[src/rtl/jt6295_pkg.sv]
// Shared types and constants for the jt6295 channel sequencer.
package jt6295_pkg;

  localparam int unsigned CH_NUM = 4;
  localparam int unsigned NIB_W  = 4;
  localparam int unsigned ATT_W  = 4;
  localparam int unsigned AW_DEF = 18;

  typedef logic [1:0] slot_t;

  // Per-channel playback state. Widths follow AW_DEF, so override AW only
  // together with AW_DEF.
  typedef struct packed {
    logic [AW_DEF:0]   ptr;
    logic [AW_DEF-1:0] stop;
    logic [ATT_W-1:0]  att;
    logic              busy;
    logic              pend;
  } ch_state_t;

  // What a channel does on its slot visit.
  typedef enum logic [1:0] {
    VIS_IDLE,
    VIS_START,
    VIS_PLAY,
    VIS_MISS
  } vis_e;

  // The high nibble plays first.
  function automatic logic [NIB_W-1:0] nib_sel(input logic [7:0] b, input logic lo);
    return lo ? b[3:0] : b[7:4];
  endfunction

endpackage

[src/rtl/jt6295_ch_regs.sv]
// Four-entry channel state file with pending start/kill merge.
// The read port presents the visited channel with any pending command applied.
module jt6295_ch_regs
  import jt6295_pkg::*;
#(
  parameter int unsigned AW = AW_DEF
) (
  input  logic              clk,
  input  logic              rst_n,
  input  logic              cen,
  input  logic [1:0]        vis,
  input  logic              cmd_we,
  input  logic [1:0]        cmd_ch,
  input  logic [AW-1:0]     cmd_start,
  input  logic [AW-1:0]     cmd_stop,
  input  logic [ATT_W-1:0]  cmd_att,
  input  logic [CH_NUM-1:0] cmd_kill,
  input  ch_state_t         wb,
  output ch_state_t         cur,
  output logic              started,
  output logic [AW-1:0]     nxt_addr,
  output logic [CH_NUM-1:0] busy
);

  ch_state_t          st      [CH_NUM];
  logic [AW-1:0]      p_start [CH_NUM];
  logic [AW-1:0]      p_stop  [CH_NUM];
  logic [ATT_W-1:0]   p_att   [CH_NUM];
  logic [CH_NUM-1:0]  kill_p;
  slot_t              nxt;

  assign nxt = vis + 2'd1;

  // Effective state of the visited channel: kill wins over a pending start,
  // and a start only lands on an idle channel.
  always_comb begin
    cur     = st[vis];
    started = 1'b0;
    if (kill_p[vis]) begin
      cur.busy = 1'b0;
    end else if (st[vis].pend && !st[vis].busy) begin
      cur.ptr  = {p_start[vis], 1'b0};
      cur.stop = p_stop[vis];
      cur.att  = p_att[vis];
      cur.busy = 1'b1;
      started  = 1'b1;
    end
    cur.pend = 1'b0;
    nxt_addr = st[nxt].ptr[AW:1];
    for (int unsigned i = 0; i < CH_NUM; i++) begin
      busy[i] = st[i].busy;
    end
  end

  // Write-back of the visited channel, then latching of new commands.
  always_ff @(posedge clk or negedge rst_n) begin
    if (!rst_n) begin
      for (int unsigned i = 0; i < CH_NUM; i++) begin
        st[i]      <= '0;
        p_start[i] <= '0;
        p_stop[i]  <= '0;
        p_att[i]   <= '0;
      end
      kill_p <= '0;
    end else begin
      for (int unsigned i = 0; i < CH_NUM; i++) begin
        if (cen && vis == slot_t'(i)) begin
          st[i]     <= wb;
          kill_p[i] <= 1'b0;
        end
        if (cmd_kill[i]) begin
          kill_p[i]  <= 1'b1;
          st[i].pend <= 1'b0;
        end else if (cmd_we && cmd_ch == slot_t'(i) && !st[i].busy) begin
          st[i].pend <= 1'b1;
          p_start[i] <= cmd_start;
          p_stop[i]  <= cmd_stop;
          p_att[i]   <= cmd_att;
          kill_p[i]  <= 1'b0;
        end
      end
    end
  end

endmodule

[src/rtl/jt6295_ch_seq.sv]
// Four-channel ADPCM nibble sequencer: slot rotation, ROM prefetch,
// nibble select, stop detection and decoder-facing output registers.
module jt6295_ch_seq
  import jt6295_pkg::*;
#(
  parameter int unsigned AW = AW_DEF
) (
  input  logic          clk,
  input  logic          rst_n,
  input  logic          cen,
  input  logic          cmd_we,
  input  logic [1:0]    cmd_ch,
  input  logic [AW-1:0] cmd_start,
  input  logic [AW-1:0] cmd_stop,
  input  logic [3:0]    cmd_att,
  input  logic [3:0]    cmd_kill,
  output logic [AW-1:0] rom_addr,
  input  logic [7:0]    rom_data,
  input  logic          rom_ok,
  output logic [1:0]    slot,
  output logic [3:0]    data,
  output logic          en,
  output logic [3:0]    att,
  output logic [3:0]    busy,
  output logic          rom_late
);

  slot_t         vis;
  ch_state_t     cur;
  ch_state_t     wb;
  logic          started;
  logic [AW-1:0] nxt_addr;
  vis_e          act;
  logic [3:0]    data_nxt;
  logic          en_nxt;

  assign vis = slot + 2'd1;

  jt6295_ch_regs #(.AW(AW)) u_regs (
    .clk       (clk),
    .rst_n     (rst_n),
    .cen       (cen),
    .vis       (vis),
    .cmd_we    (cmd_we),
    .cmd_ch    (cmd_ch),
    .cmd_start (cmd_start),
    .cmd_stop  (cmd_stop),
    .cmd_att   (cmd_att),
    .cmd_kill  (cmd_kill),
    .wb        (wb),
    .cur       (cur),
    .started   (started),
    .nxt_addr  (nxt_addr),
    .busy      (busy)
  );

  // Classify the visit and compute the emitted nibble and channel write-back.
  always_comb begin
    wb       = cur;
    data_nxt = '0;
    en_nxt   = 1'b0;
    if (started)      act = VIS_START;
    else if (!cur.busy) act = VIS_IDLE;
    else if (!rom_ok) act = VIS_MISS;
    else              act = VIS_PLAY;
    case (act)
      VIS_PLAY: begin
        data_nxt = nib_sel(rom_data, cur.ptr[0]);
        en_nxt   = 1'b1;
        wb.ptr   = cur.ptr + 1'b1;
        if (cur.ptr[0] && cur.ptr[AW:1] == cur.stop) wb.busy = 1'b0;
      end
      VIS_MISS: en_nxt = 1'b1;
      default: ;
    endcase
  end

  // Output registers advance one slot per cen; rom_addr prefetches the slot after.
  always_ff @(posedge clk or negedge rst_n) begin
    if (!rst_n) begin
      slot     <= '0;
      rom_addr <= '0;
      data     <= '0;
      en       <= 1'b0;
      att      <= '0;
      rom_late <= 1'b0;
    end else if (cen) begin
      slot     <= vis;
      rom_addr <= nxt_addr;
      data     <= data_nxt;
      en       <= en_nxt;
      att      <= cur.att;
      if (act == VIS_MISS) rom_late <= 1'b1;
    end
  end

endmodule

[config.mk]
export PLATFORM = sky130hd
export DESIGN_NAME = jt6295_ch_seq
export DESIGN_NICKNAME = d
export VERILOG_FILES = /design/src/rtl/jt6295_pkg.sv /design/src/rtl/jt6295_ch_regs.sv /design/src/rtl/jt6295_ch_seq.sv
export SDC_FILE = /design/constraint.sdc
export NUM_CORES = 1
export LEC_CHECK = 0
export ABC_AREA = 1
export CORE_ASPECT_RATIO = 2
export CORE_MARGIN = 2
export CORE_UTILIZATION = 55
export DETAILED_ROUTE_END_ITERATION = 16
export PLACE_DENSITY = 0.77
export SKIP_LAST_GASP = 1
export SLEW_MARGIN = 30
export SYNTH_ARGS = -nofsm -noshare
export SYNTH_HDL_FRONTEND = slang
export SYNTH_SLANG_ARGS = --single-unit
[constraint.sdc]
create_clock -name clk -period 3.9 [get_ports clk]
set_input_delay 0.78 -clock clk [delete_from_list [all_inputs] [get_ports clk]]
set_output_delay 0.78 -clock clk [all_outputs]
set_load 0.05 [all_outputs]
=== Word-level counts from Yosys, hierarchy flattened ===
Cells that the tools add are included.

* Flip-flop bits (word level): 366
* Input port bits: 59
* Output and inout bits: 34
* Logic and storage cells: 149

* $add $sub $neg: 3
* $lt $le $gt $ge: 3
* Equal/unequal tests: 9
* Multiplexer cells: 55
* Bitwise gates (word level): 6
* Reduce and logical (&&, ||, !) cells: 31

{| class="wikitable"
|+ Operators with widths
! operator !! number
|-
| $bmux W43 S2 || 2
|-
| $mux W43 || 4
|-
| $bmux W18 S2 || 2
|-
| $mux W18 || 4
|-
| $mux W42 || 1
|-
| $mux W41 || 1
|-
| $mux W1 || 32
|-
| $add A19 B1 Y19 const B || 1
|-
| $mux W19 || 1
|-
| $eq A18 B18 Y1 || 1
|-
| $mux W4 || 4
|-
| $logic_and A1 B1 Y1 || 14
|-
| $eq A2 B2 Y1 const B || 6
|-
| $reduce_bool A3 Y1 || 4
|-
| $reduce_and A2 Y1 || 5
|-
| $bmux W4 S2 || 1
|-
| $ge A3 B3 Y1 const B || 2
|-
| $not A2 Y3 || 2
|-
| $logic_not A1 Y1 || 5
|-
| $add A2 B1 Y2 const B || 2
|-
| $eq A2 B1 Y1 const B || 2
|-
| $logic_not A2 Y1 || 2
|-
| $mux W2 || 2
|-
| $not A1 Y1 || 4
|-
| 3 further kinds || 3
|}

=== Longest topological paths before layout ===
* Depth in word-level cells: 14
* Mapped depth: 28
* Depth with buffers taken out: 20

=== Hierarchy ===
A second synthesis with hierarchy kept.

* Cell total of the unflattened synthesis: 2,426
* Area total of the unflattened synthesis: 18,427.7 sq um

{| class="wikitable"
|+ By module, submodules not included
! module !! instances !! cells each !! area an instance (sq um) !! sequential area each (sq um)
|-
| jt6295_ch_regs || 1 || 2,166 || 16,382.0 || 8,408.1
|-
| jt6295_ch_seq || 1 || 260 || 2,045.7 || 750.7
|}

=== Worst setup path before layout ===
Ideal clock, no wire load.

* Kind: reg2reg
* Start: reg slot[0]
* End: reg u_regs.st[40] (netlist bit)
* Library setup time: 0.118 ns
* Arrival: 4.375 ns
* Data required time: 3.782 ns
* Setup slack: -0.593 ns
* Stages on the path, launching flop included: 27
* Buffers on the path: 9
* Clock period less this slack: 4.493 ns
* Cells stage by stage: dfrtp_1 -> buf_4 -> inv_4 -> buf_6 -> buf_2 -> buf_4 -> buf_2 -> buf_2 -> clkbuf_1 -> ha_1 -> inv_1 -> buf_2 -> buf_2 -> o21ai_0 -> o22ai_1 -> nand2_1 -> inv_1 -> ha_1 -> nand3_1 -> nor2_2 -> nand2_1 -> nor2_1 -> nand2_2 -> nor2_4 -> nand3_1 -> nand3_1 -> nand2_1

* Longest elaborated chain between the ends: 13
* Elaborated cells on any way between the ends: 24

{| class="wikitable"
|+ Ends and longest elaborated chain
! what !! RTL line !! text
|-
| start, declared || jt6295_ch_seq.sv:20 || <nowiki>output logic [1:0] slot,</nowiki>
|-
| start signal, assigned || jt6295_ch_seq.sv:88 || <nowiki>slot <= vis;</nowiki>
|-
| $add A2 B1 Y2 * || jt6295_ch_seq.sv:37 || <nowiki>assign vis = slot + 2'd1;</nowiki>
|-
| named net u_regs.vis[0] || jt6295_ch_regs.sv:11 || <nowiki>input logic [1:0] vis,</nowiki>
|-
| parallel branches: the longest is 12 deep, another holds $add A19 B1 Y19 || - ||
|-
| end signal, assigned by index || jt6295_ch_regs.sv:68 || <nowiki>st[i] <= wb;</nowiki>
|-
| end, declared || jt6295_ch_regs.sv:25 || <nowiki>ch_state_t st [CH_NUM];</nowiki>
|}

Mark *: on every way through the listed nets, which the timed path passes. The select of a mux whose other input is x is not followed.
A chain may end at the register's enable or synchronous reset.

=== Final worst setup path ===
* Start: reg slot[0]
* End: reg u_regs.st[81] (netlist bit)

The elaborated chain is that of the path after synthesis.

==> results_dict.tcl <==
set metrics [dict create \
    die_w_um 131 \
    drtIter0Drc 1545 \
    critical-path-slowest-cell "dfrtp_4" \
    fin_crit_ns 3.52 \
    dr.pass1.iters 6 \
    wire_per_inst_um 17.8 \
    holdBufCountCts 0 \
    drv_slew 0 \
    grt_antenna_before_repair 0 \
    slew_headroom_pct 43.6 \
    clk_latency_ns 0.55 \
    grt_max_degree 107 \
    hold_viol 0 \
    cp.arrival_ns 3.90 \
    period_share_pct 90.3 \
    cts-buffers-inserted 34 \
    ys_types 42 \
    ys_seq_area_share_pct 51.3 \
    rows 93 \
    seq_area_sq_mm 0.00916 \
    max_cap_viol_count 0 \
    syn_inst 2301 \
    ctsLongestPathBuffers 3 \
    n_antenna_cell 0 \
    area_growth_pct 13.3 \
    core_sq_mm 0.0321 \
    root_buffer "clkbuf_16" \
    clock-sinks 366 \
    clk_pin_slew_ns 0.07 \
    synthArstFlopShare_pct 100 \
    fmax_ghz 0.284 \
    first_global_vias 15400 \
    cts_setup_buffers 0 \
    die_area_sq_mm 0.0340 \
    ys_warn_count 0 \
    hpwl_um 32400 \
    drive_above_1_share_pct 6.58 \
    ff2ff_path_depth 18 \
    n_fill_cell 2860 \
    fin_nets 2384 \
    worstPathMaxFanout 38 \
    post_cts_resized 0 \
    cp-start-kind "register" \
    ioPinCount 93 \
    h-tree-depth 2 \
    cp.depth 18 \
    synth_edf_count 0 \
    start_util_pct 55.6 \
    synth_seq_cells 366 \
    status "completed" \
    worst_setup_path_end_kind "register" \
    overflow 0 \
    die_h_um 259 \
    path_cells "inv_4 > ha_4 > inv_2 > buf_4 > o21ai_0 > o22ai_1 > nand2_2 > inv_2 > ha_1 > nand3_1 > nor2_2 > nand2_1 > nor2_2 > nand2_2 > nor2_4 > nand2_1 > nand2_1 > o21ai_1" \
    grt_pass1_wl_um 80600 \
    syn-num-nets 2365 \
    drc 0 \
    crit_required_ns 4.28 \
    worstMarginPinSlew_ns 0.846 \
    synth.avg_cell_area_sq_um 7.76 \
    synth_ff_type "dfrtp_1" \
    tns_ns 0 \
    cts_tree "built" \
    synth_area_sq_mm 0.0178 \
    detail_route.wirelength_um 49300 \
    fin_skew_ns 0.0247 \
    crit_top_cell "nand2_1" \
    postRouteAntennaNets 0 \
    multi_input_area_sq_mm 0.00750 \
    rsz0062_at_grt "no" \
    grt_use_total_pct 29.5 \
    gp_congestion 0.950 \
    cpPeakStageDelay_ns 0.51 \
    cp_num_buf_inv 4 \
    numPortBuffers 92 \
    min_path_type "input pin to asynchronous set/reset pin" \
    critPathKind "register to register" \
    setup_viol 0 \
    path_delay_family "simple AND/OR/NAND/NOR gates" \
    vias 15800 \
    viasPerCell 5.72 \
]
registers in the layout (all words and copies together) (netlist names):
name            cells
u_regs.st         168
u_regs.p_start     72
u_regs.p_stop      72
rom_addr           18
u_regs.p_att       16
att                 4
data                4
u_regs.busy         4
u_regs.kill_p       4
slot                2
en                  1
rom_late            1
area by class of cell:
cell class                 count  area share, %
sequential                   366           45.3
multi-input combinational   1637           37.1
tap                          427           2.64
clock inverter                14          0.996
clock buffer                  44           4.64
timing repair buffer         134           6.55
inverter                     147           2.75
worst reg2reg max path, delay by kind of cell (launching register included):
kind,cells,cell delay [ns]
compound gates,3,0.49
fa+ha+maj,2,0.41
buf+inv,4,0.80
flops,1,0.51
simple gates,9,1.17
layout by cell type, fill, tap and decap left out, types with 9 or more instances in the layout:
| cell | instances |
|---|---|
| nor2_1 | 119 |
| inv_1 | 136 |
| nand4_1 | 19 |
| nand2_1 | 765 |
| a21oi_1 | 64 |
| o21ai_0 | 404 |
| dfrtp_1 | 365 |
| a31oi_1 | 19 |
| nand2_2 | 21 |
| o22ai_1 | 9 |
| nand3_1 | 116 |
| buf_4 | 35 |
| clkdlybuf4s50_1 | 90 |
| o21ai_1 | 18 |
| o211ai_1 | 21 |
| clkbuf_16 | 34 |
kinds of logic (layout without fill, tap and decap cells):
group / count (synthesis) / after routing / synth area share, %
simple gates: 1066 / 1066 / 24.4
buf+inv: 298 / 339 / 6.96
flops: 366 / 366 / 51.3
fa+ha+maj: 5 / 5 / 0.351
compound gates: 555 / 555 / 16.4
xor+xnor: 11 / 11 / 0.582
per-layer routing:
| metal | vias up | GRT usage, % | part of all wire (%) |
|---|---|---|---|
| met4 | 0 | 16.4 | 5.7 |
| met1 | 7539 | 35.0 | 38 |
| met2 | 651 | 52.2 | 51 |
| met5 | - | 0 | 0 |
| met3 | 132 | 3.33 | 5.7 |
| li1 | 7523 | - | - |
stage by stage:
step / area (sq um) / util, % / worst slack [ns] / std cells / hold WS (ns)
finish: 20200 / 62.9 / 0.377 / 2769 / 0.279
global route: 20200 / 62.9 / 0.0814 / 2769 / 0.323
CTS: 20200 / 62.9 / 0.420 / 2769 / 0.290
detailed placement: 19100 / 59.4 / 0.457 / 2711 / 0.468
global placement: 19100 / 59.4 / 0.549 / 2711 / 0.461
floorplan: 17900 / - / 0.0112 / 2301 / 0.448
final timing paths:
path	start	to	slack, ns
max	slot[0]$_DFFE_PN0P_	u_regs.st[81]$_DFFE_PN0P_	0.38
min	rst_n	u_regs.st[37]$_DFFE_PN0P_	0.28
max reg2reg	slot[0]$_DFFE_PN0P_	u_regs.st[81]$_DFFE_PN0P_	0.38
min reg2reg	u_regs.st[53]$_DFFE_PN0P_	u_regs.st[53]$_DFFE_PN0P_	0.48
max in group asynchronous	rst_n	att[2]$_DFFE_PN0P_	2.74
min in group clk	u_regs.st[53]$_DFFE_PN0P_	u_regs.st[53]$_DFFE_PN0P_	0.48
synthesized netlist by cell type (2+ instances only):
| master | count | share of area [%] |
|---|---|---|
| a21oi_1 | 64 | 1.8 |
| a22o_1 | 2 | 0.098 |
| a31oi_1 | 19 | 0.67 |
| buf_1 | 3 | 0.063 |
| buf_2 | 45 | 1.3 |
| buf_4 | 9 | 0.38 |
| buf_6 | 4 | 0.25 |
| clkbuf_1 | 90 | 1.9 |
| clkinv_1 | 3 | 0.063 |
| dfrtp_1 | 366 | 51 |
| ha_1 | 5 | 0.35 |
| inv_1 | 138 | 2.9 |
| inv_2 | 4 | 0.084 |
| nand2_1 | 775 | 16 |
| nand2_2 | 11 | 0.39 |
| nand2_4 | 3 | 0.19 |
| nand3_1 | 119 | 3.3 |
| nand3_2 | 2 | 0.11 |
| nand4_1 | 19 | 0.67 |
| nor2_1 | 121 | 2.5 |
| nor2_2 | 2 | 0.070 |
| nor2_4 | 6 | 0.38 |
| nor3_1 | 5 | 0.14 |
| o211ai_1 | 21 | 0.88 |
| o21ai_0 | 404 | 11 |
| o21ai_1 | 18 | 0.50 |
| o21ai_2 | 5 | 0.25 |
| o221ai_1 | 4 | 0.20 |
| o22ai_1 | 9 | 0.32 |
| o31ai_1 | 5 | 0.21 |
| xnor2_1 | 3 | 0.15 |
| xor2_1 | 7 | 0.34 |
Power is left out: the tool's default activity adds up to more than one toggle a clock period on the data nets, which glitch-free logic cannot reach.
==> edit, RTL diff (same settings) <==
Add an input register stage for `cmd_stop`; this delays it by one clock. The other inputs are not delayed to match.
--- a/src/rtl/jt6295_ch_seq.sv
+++ b/src/rtl/jt6295_ch_seq.sv
@@ -26,4 +26,10 @@
 );
 
+  logic [AW-1:0] cmd_stop_q;
+
+  always_ff @(posedge clk) begin
+    cmd_stop_q <= cmd_stop;
+  end
+
   slot_t         vis;
   ch_state_t     cur;
@@ -45,5 +51,5 @@
     .cmd_ch    (cmd_ch),
     .cmd_start (cmd_start),
-    .cmd_stop  (cmd_stop),
+    .cmd_stop  (cmd_stop_q),
     .cmd_att   (cmd_att),
     .cmd_kill  (cmd_kill),
Check against the original RTL: same outputs for any inputs over 4 cycles, from zero or initial values and one cycle with rst_n low; that may be too few to reach the edited logic, so the function may still have changed.
==> edit against the unedited design <==
Synthesized area increased by 1.8%; setup slack worse by 0.058 ns; critical path type unchanged; synthesized cell count rose by 1.4%; largest cell class unchanged; sequential cell count grew 18; cell area increased by 2.1%; routed wire length grew 3.4%.
Power is left out: the tool's default activity adds up to more than one toggle a clock period on the data nets, which glitch-free logic cannot reach.
==> edit: results (changes against the unedited design) <==
| Metric | Value |
|---|---|
| Clk_lat worst skew | 0.53 ns (-0.02 ns) |
| Worst Reg-to-Reg Cells | 16 (-2) |
| CLK BUF | 45 (+2.3%) |
| Total track usage | 29.8% (+0.36 points) |
| Detailed Place HPWL | 33800 um (+4.3%) |
| Share of layout cells above drive strength 1 | 5.69% (-0.89 points) |
| Unique masters post-synth | 40 (-4.8%) |
| Top post-synthesis cells by area | dfrtp_1 (50%), nand2_1 (17%), o21ai_0 (11%) |
| Met1 wire length | 18800 um (+1.3%) |
| R2r endpoint | u_regs.busy[2]$_DFFE_PN0P_ |
| Inverters | 142 (-3.4%) |
| Area occupied by multi-input gates | 7480 um^2 (-0.28%) |
| Sequential cell area share | 46.1% (+0.82 points) |
| Final wirelength | 50900 um (+3.4%) |
| Worst-margin pin slew | 0.853 ns (+0.00672 ns) |
| Metal2 WL | 25700 um (+2.5%) |
| GR Layer Usage met3 | 3.97% (+0.64 points) |
| Met1 Use GR | 34.1% (-0.94 points) |
| FF+latch count | 384 (+4.9%) |
| First-pass GRT wire length | 82500 um (+2.3%) |
| Status | completed |
| Design area | 20600 um^2 (+2.1%) |
| Hold Slack | 0.109 ns (-0.170 ns) |
| Metal3 WL | 2960 um (+5.7%) |
| DR vias/cell | 5.71 (-0.21%) |
| Minimum clock period | 3.58 ns (+0.0584 ns) |
| WP data arrival | 3.99 ns (+0.09 ns) |
| Largest net degree at the start of global routing | 119 (+11%) |
| Crit path max fanout | 21 (-45%) |
| Initial DRC count | 1510 (-2.3%) |
edit: cell count changes after synthesis, sizes merged, moves of 6 or more:
cell   delta
a21oi    -10
nand2    +22
nor2      +9
dfxtp    +18
nand3     +6
edit: worst max-delay path, cell delays in order, from the launching register on:
cell	delay [ns]
dfrtp_4	0.52
inv_4	0.09
ha_4	0.23
inv_2	0.36
nand3_1	0.16
nand2_1	0.15
buf_4	0.20
nand2_1	0.11
nor2_4	0.37
buf_4	0.27
o221ai_1	0.26
nand3_1	0.17
nand2_1	0.07
nor2_1	0.12
nand3_2	0.17
nand3_1	0.11
nand2_1	0.08
edit: cells by family after synthesis:
| logic type | count (synthesis) | synth area share [%] |
|---|---|---|
| flip-flops | 384 | 52.4 |
| AND/OR/NAND/NOR | 1106 | 24.5 |
| adder cells (fa/ha/maj) | 5 | 0.344 |
| buffers and inverters | 293 | 6.69 |
| XOR/XNOR | 9 | 0.434 |
| AO/OA/AOI/OAI | 537 | 15.6 |
edit: worst min path at each step:
stage	from	to	cells past startpoint
6_report	rst_n	att[3]$_DFFE_PN0P_	1
5_1_grt	rst_n	u_regs.p_att[2]$_DFFE_PN0P_	1
3_5_place_dp	u_regs.st[83]$_DFFE_PN0P_	u_regs.st[83]$_DFFE_PN0P_	2
3_3_place_gp	rom_late$_DFFE_PN0P_	rom_late$_DFFE_PN0P_	1
4_1_cts	rst_n	att[2]$_DFFE_PN0P_	1
2_1_floorplan	u_regs.p_att[0]$_DFFE_PN0P_	u_regs.p_att[0]$_DFFE_PN0P_	2
edit: metrics by stage:
step,utilization (%),cells
6_report,63.1,2806
5_1_grt,63.1,2806
4_1_cts,63.0,2805
3_5_place_dp,59.3,2744
3_3_place_gp,59.3,2744
2_1_floorplan,-,2334
